===== src/rtl/writeback_stage.sv =====
`default_nettype none
// ============================================================================
// Module   : writeback_stage
// Purpose  : Final pipeline stage. Selects ALU / load / link / immediate
//            result, aligns and extends sub-word loads, and issues a
//            registered register-file write. Loads park in WAIT_MEM until
//            memory data arrives, back-pressuring the previous stage.
// Options  : WB_MEM_TIMEOUT_EN - abort a load after MEM_TIMEOUT waiting
//            cycles and raise the sticky err flag.
// Revision : 1.0 - initial release
// ============================================================================
module writeback_stage #(
   parameter int DATA_WIDTH     = 32,
   parameter int REG_ADDR_WIDTH = 5,
   parameter int MEM_TIMEOUT    = 16,
   localparam int OFF_W         = $clog2(DATA_WIDTH/8)
) (
   input  logic                      clk,
   input  logic                      reset,
   input  logic                      enable,
   input  logic                      in_valid,
   output logic                      in_ready,
   input  logic [REG_ADDR_WIDTH-1:0] rd_addr,
   input  logic                      ctr_reg_write,
   input  logic [1:0]                ctr_wb_sel,
   input  logic [1:0]                ctr_load_size,
   input  logic                      ctr_load_unsigned,
   input  logic [OFF_W-1:0]          byte_offset,
   input  logic [DATA_WIDTH-1:0]     alu,
   input  logic [DATA_WIDTH-1:0]     link,
   input  logic [DATA_WIDTH-1:0]     imm,
   input  logic [DATA_WIDTH-1:0]     datamem,
   input  logic                      datamem_valid,
   output logic [DATA_WIDTH-1:0]     writeback,
   output logic [REG_ADDR_WIDTH-1:0] wb_addr,
   output logic                      wb_we,
   output logic                      stall,
   output logic                      err
);

   localparam logic [1:0] c_sel_mem = 2'b01;

   typedef enum logic [0:0] {
      IDLE     = 1'b0,
      WAIT_MEM = 1'b1
   } state_t;

   state_t                    r_state;
   state_t                    w_state_next;
   logic                      w_accept;
   logic                      w_load_done;

   logic [REG_ADDR_WIDTH-1:0] r_addr;
   logic                      r_reg_write;
   logic [1:0]                r_load_size;
   logic                      r_load_unsigned;
   logic [OFF_W-1:0]          r_offset;

   logic [DATA_WIDTH-1:0]     r_writeback;
   logic [REG_ADDR_WIDTH-1:0] r_wb_addr;
   logic                      r_wb_we;

   logic [DATA_WIDTH-1:0]     w_src;
   logic [7:0]                w_byte;
   logic [15:0]               w_half;
   logic [DATA_WIDTH-1:0]     w_word_ext;
   logic [DATA_WIDTH-1:0]     w_load;

`ifdef WB_MEM_TIMEOUT_EN
   localparam int c_cnt_w = $clog2(MEM_TIMEOUT + 1);
   logic [c_cnt_w-1:0] r_cnt;
   logic               r_err;
   logic               w_timeout;
`endif

   assign in_ready  = enable && (r_state == IDLE);
   assign stall     = (r_state == WAIT_MEM);
   assign writeback = r_writeback;
   assign wb_addr   = r_wb_addr;
   assign wb_we     = r_wb_we;

   // Little-endian lane extraction; the half lane ignores offset bit 0
   assign w_byte = datamem[{r_offset, 3'b000} +: 8];
   assign w_half = datamem[{r_offset[OFF_W-1:1], 4'b0000} +: 16];

   generate
      if (DATA_WIDTH > 32) begin : g_word_wide
         logic [31:0] w_word;
         assign w_word     = datamem[{r_offset[OFF_W-1:2], 5'b00000} +: 32];
         assign w_word_ext = {{(DATA_WIDTH-32){~r_load_unsigned & w_word[31]}}, w_word};
      end else begin : g_word_narrow
         // With a 32-bit datapath a word load is the whole bus
         assign w_word_ext = datamem;
      end
   endgenerate

   // Size select and sign/zero extension of the load lane
   always_comb begin
      w_load = datamem;
      case (r_load_size)
         2'b00:   w_load = {{(DATA_WIDTH-8){~r_load_unsigned & w_byte[7]}}, w_byte};
         2'b01:   w_load = {{(DATA_WIDTH-16){~r_load_unsigned & w_half[15]}}, w_half};
         2'b10:   w_load = w_word_ext;
         default: w_load = datamem;
      endcase
   end

   // Non-load result source multiplexer
   always_comb begin
      w_src = alu;
      case (ctr_wb_sel)
         2'b10:   w_src = link;
         2'b11:   w_src = imm;
         default: w_src = alu;
      endcase
   end

   // Next-state and handshake decode; nothing advances while enable is low
   always_comb begin
      w_state_next = r_state;
      w_accept     = 1'b0;
      w_load_done  = 1'b0;
`ifdef WB_MEM_TIMEOUT_EN
      w_timeout    = 1'b0;
`endif
      case (r_state)
         IDLE: begin
            if (in_valid && enable) begin
               w_accept = 1'b1;
               if (ctr_wb_sel == c_sel_mem) w_state_next = WAIT_MEM;
            end
         end
         WAIT_MEM: begin
            if (enable) begin
               if (datamem_valid) begin
                  w_load_done  = 1'b1;
                  w_state_next = IDLE;
               end
`ifdef WB_MEM_TIMEOUT_EN
               else if (r_cnt == c_cnt_w'(MEM_TIMEOUT - 1)) begin
                  w_timeout    = 1'b1;
                  w_state_next = IDLE;
               end
`endif
            end
         end
         default: w_state_next = IDLE;
      endcase
   end

   // State register
   always_ff @(posedge clk or negedge reset) begin
      if (!reset) r_state <= IDLE;
      else        r_state <= w_state_next;
   end

   // Capture of instruction fields and registered register-file write
   always_ff @(posedge clk or negedge reset) begin
      if (!reset) begin
         r_addr          <= '0;
         r_reg_write     <= 1'b0;
         r_load_size     <= 2'b00;
         r_load_unsigned <= 1'b0;
         r_offset        <= '0;
         r_writeback     <= '0;
         r_wb_addr       <= '0;
         r_wb_we         <= 1'b0;
      end else begin
         r_wb_we <= 1'b0;
         if (w_accept) begin
            r_addr          <= rd_addr;
            r_reg_write     <= ctr_reg_write;
            r_load_size     <= ctr_load_size;
            r_load_unsigned <= ctr_load_unsigned;
            r_offset        <= byte_offset;
            if (ctr_wb_sel != c_sel_mem) begin
               r_writeback <= w_src;
               r_wb_addr   <= rd_addr;
               r_wb_we     <= ctr_reg_write && (rd_addr != '0);
            end
         end
         if (w_load_done) begin
            r_writeback <= w_load;
            r_wb_addr   <= r_addr;
            r_wb_we     <= r_reg_write && (r_addr != '0);
         end
      end
   end

`ifdef WB_MEM_TIMEOUT_EN
   // Wait-cycle counter and sticky timeout flag
   always_ff @(posedge clk or negedge reset) begin
      if (!reset) begin
         r_cnt <= '0;
         r_err <= 1'b0;
      end else begin
         if (w_accept)                               r_cnt <= '0;
         else if ((r_state == WAIT_MEM) && enable)   r_cnt <= r_cnt + 1'b1;
         if (w_timeout)                              r_err <= 1'b1;
      end
   end
   assign err = r_err;
`else
   assign err = 1'b0;
`endif

endmodule
`default_nettype wire


===== config.mk =====
export PLATFORM = sky130hd
export DESIGN_NAME = writeback_stage
export DESIGN_NICKNAME = d
export VERILOG_FILES = /design/src/rtl/writeback_stage.sv
export SDC_FILE = /design/constraint.sdc
export NUM_CORES = 1
export LEC_CHECK = 0
export ABC_AREA = 1
export CORE_ASPECT_RATIO = 0.7
export CORE_MARGIN = 2
export CORE_UTILIZATION = 35
export DETAILED_ROUTE_END_ITERATION = 10
export PLACE_DENSITY_LB_ADDON = 0.12
export SYNTH_ARGS = -nofsm -noshare
export SYNTH_HDL_FRONTEND = slang
export SYNTH_SLANG_ARGS = --single-unit

===== constraint.sdc =====
create_clock -name clk -period 1.35 [get_ports clk]
set_input_delay 0.2025 -clock clk [delete_from_list [all_inputs] [get_ports clk]]
set_output_delay 0.2025 -clock clk [all_outputs]
set_load 0.01 [all_outputs]

==> results.rst <==
.. list-table::
   :header-rows: 1

   * - Metric
     - Value
   * - Run status
     - complete, but fails checks
   * - Failing checks
     - negative setup slack
   * - Count of routing violations after the opening detailed-route iteration
     - 309
   * - Class of the most critical hold timing path
     - input pin to register
   * - Endpoint arrival time on the critical path
     - 1.64 ns
   * - Pin count of the biggest net entering global routing
     - 51
   * - Maximum clock skew at final layout
     - 0.00562 ns
   * - Worst Hold Margin
     - 0.307 ns
   * - Count of different cell masters after synthesis
     - 31
   * - First-pass GRT wire length
     - 21.9 mm
   * - Number of nets in the finished design
     - 895
   * - Die span in x
     - 125 um
   * - Unrepaired setup endpoints after global routing
     - true
   * - Number of fill cells
     - 855
   * - Starting density of the core
     - 0.365
   * - Wire length per cell after detailed routing
     - 16.6 um
   * - Startpoint type of the worst setup path
     - register
   * - Mapped Cells
     - 526
   * - Leak Pwr
     - 2.95 nW
   * - Max-slew violation total from the final report
     - 0
   * - Critical-path maximum fanout
     - 8
   * - Power density relative to cell area
     - 945 mW/mm2
   * - Via density per instance
     - 5.18
   * - Yosys top cell area share
     - 0.349
   * - Final WS setup
     - -0.0520 ns
   * - Total number of vias
     - 4544
   * - Top area cells in the synthesized netlist
     - dfrtp_1 (35%), nand2_1 (24%), nand3_1 (7.4%)
   * - Number of optimization iterations in the first detailed-route pass
     - 7
   * - Number of clock sinks seen by CTS
     - 50
   * - Sequential share of the synthesized area
     - 0.349
   * - Number of diodes
     - 0
   * - Final-report hold violation count
     - 0
   * - Fmax achieved
     - 713 MHz
   * - Number of global-route vias before repair
     - 4356
   * - Avg Inst Size Synth
     - 6.82 um2
   * - Number of cells after detailed placement
     - 852
   * - Most used standard cells in the synthesized netlist
     - nand2_1 (231), nand3_1 (53), dfrtp_1 (50)
   * - Half-perimeter wire length after detailed placement
     - 10.9 mm
   * - Global Route Usage Sum
     - 0.247
   * - Clock buffer count from CTS
     - 5
   * - Worst skew pair latency
     - 0.30 ns
   * - Die height
     - 88.7 um
   * - Final Setup Violations
     - 20
   * - Initial antenna violation count
     - 0
   * - Post-route DRC
     - 0
   * - Reg clk slew, reported paths
     - 0.07 ns
   * - Synth Cell Area
     - 0.00359 mm2
   * - Post-layout instance count excluding filler cells
     - 878
   * - Die Footprint
     - 0.0111 mm2
   * - Post-detailed-placement cell area
     - 0.00590 mm2
   * - Clock buffer depth
     - 2
   * - Overflow left after global routing
     - 0
   * - Final period demand of the worst path
     - 1.40 ns
   * - Post-DRT Antenna Nets
     - 0
   * - Count leader, synth
     - nand2_1
   * - Boundary pin count
     - 187
   * - Most used DFF post-synth
     - dfrtp_1
   * - Final wirelength
     - 14.5 mm
   * - TritonCTS clock tree
     - yes
   * - Sum of negative setup slack
     - -0.405 ns
   * - Required time of the critical path
     - 1.59 ns
   * - Share of the core filled with cells in the final layout
     - 0.662
   * - Max cap viols
     - 0
   * - GP Congestion
     - 0.830
   * - Yosys warnings
     - 0
   * - Dominant cell type by area after synthesis
     - dfrtp_1
   * - Site row count
     - 30
   * - Share of synthesized registers carrying an async set or reset
     - 1.00
   * - Layout area overhead
     - 81.5%
   * - Maximum vdd ir drop
     - 0.000599 V
   * - Nets in the synthesized netlist
     - 672
   * - EDFF count, synth
     - 0
   * - Root cell of the clock tree
     - clkbuf_16
   * - H-tree lvl count
     - 2
   * - Final instance area
     - 0.00651 mm2
   * - Post-synthesis register bit count
     - 50
   * - Type of destination of the critical path
     - register
   * - Share of layout cells above drive strength 1
     - 0.217
   * - Placeable Area
     - 0.00983 mm2
   * - Quantity of I/O buffers inserted on ports
     - 185
   * - Final worst path period share
     - 1.04
   * - Crit path kind
     - register to register
## power breakdown
part           internal (mW)  switching [mW]
combinational           1.36            1.39
clock                  0.698           0.606
sequential              1.86           0.234
total                   3.92            2.23
## per-stage QoR
stage,setup slack [ns],total power [mW]
global placement,-0.329,4.77
finish,-0.0520,6.15
floorplan,0.000641,3.25
global route,-0.130,6.50
detailed placement,-0.405,4.84
CTS,-0.0154,5.98
## registers in the layout, summed over array words and instances (netlist names)
register	cells
r_load_size	2
writeback	32
wb_we	1
r_reg_write	1
r_load_unsigned	1
wb_addr	5
r_addr	5
r_offset	2
stall	1
## critical path, cell delays in order, from the launching register on
cell and delay, ns:
dfrtp_2 0.47, inv_4 0.12, nand2_4 0.06, nand2_4 0.10, nand2_4 0.06, nand2_4 0.08, nand2_8 0.07, clkbuf_16 0.19
nand3_2 0.07, nand3_2 0.06, nand2_1 0.07
## layout make-up
class                      count  area, um2  share of cell area
timing repair buffer         249       2510               0.386
multi-input combinational    419       2320               0.356
sequential                    50       1250               0.193
tap                          128        160              0.0246
clock buffer                   5        125              0.0192
inverter                      24        115              0.0177
clock inverter                 3       25.0             0.00384
## per-layer routing
metal | wire length, um | GRT usage | up-vias
met5 | 0 | 0 | -
met4 | 102 | 0.0434 | 0
met3 | 1090 | 0.0399 | 12
met2 | 6890 | 0.421 | 203
met1 | 6460 | 0.339 | 2161
li1 | - | - | 2168
## cells in the final DEF, fill, tap and decap left out, types with 3 or more instances in the layout
| cell type | Yosys | routed |
|---|---|---|
| o21ai_0 | 8 | 6 |
| buf_6 | 7 | 4 |
| nand3_2 | 2 | 26 |
| clkbuf_16 | 0 | 7 |
| a21oi_2 | 21 | 20 |
| dlygate4sd2_1 | 0 | 39 |
| o22ai_1 | 5 | 4 |
| nand2_2 | 3 | 8 |
| a21oi_4 | 0 | 7 |
| clkdlybuf4s50_1 | 0 | 142 |
| buf_12 | 0 | 14 |
| nor2_1 | 30 | 29 |
| buf_4 | 4 | 43 |
| nand2_8 | 1 | 3 |
| inv_1 | 15 | 13 |
| mux2_1 | 3 | 3 |
| nand2_1 | 231 | 222 |
| o211a_1 | 4 | 4 |
| dfrtp_1 | 50 | 47 |
| inv_4 | 2 | 3 |
| inv_2 | 5 | 6 |
| a21oi_1 | 15 | 9 |
| nand3_1 | 53 | 27 |
| dfrtp_2 | 0 | 3 |
| nand2_4 | 3 | 5 |
| nand4_1 | 31 | 31 |
## final timing paths
| check | cells past startpoint | slack, ns | start | to |
|---|---|---|---|---|
| worst min-delay path | 3 | 0.31 | ctr_wb_sel[0] | stall |
| worst min register to register | 2 | 0.47 | writeback[23] | writeback[23] |
| worst max register to register | 10 | -0.05 | r_offset[1] | writeback[22] |
| min in group asynchronous | 3 | 0.44 | reset | writeback[12] |
| max in group asynchronous | 3 | 0.67 | reset | r_load_size[1] |
| worst max-delay path | 10 | -0.05 | r_offset[1] | writeback[22] |
## repair_timing
action | CTS | global route
pin swaps | 3 | 20
setup buffers | 5 | 10
hold endpoints to repair | 50 | 0
gates cloned | 0 | 2
endpoints found under the setup margin | 74 | 39
resized for setup | 56 | 60
hold buffers | 1 | 0
## cells by family (layout without fill, tap and decap cells)
group / after synthesis / after routing / share of synthesized area
AND/OR/NAND/NOR: 360 / 360 / 0.446
buffers and inverters: 57 / 281 / 0.0869
AO/OA/AOI/OAI: 55 / 55 / 0.107
flip-flops: 50 / 50 / 0.349
multiplexers: 3 / 3 / 0.00942
other: 1 / 1 / 0.00105
(Power assumes the default switching activity.)
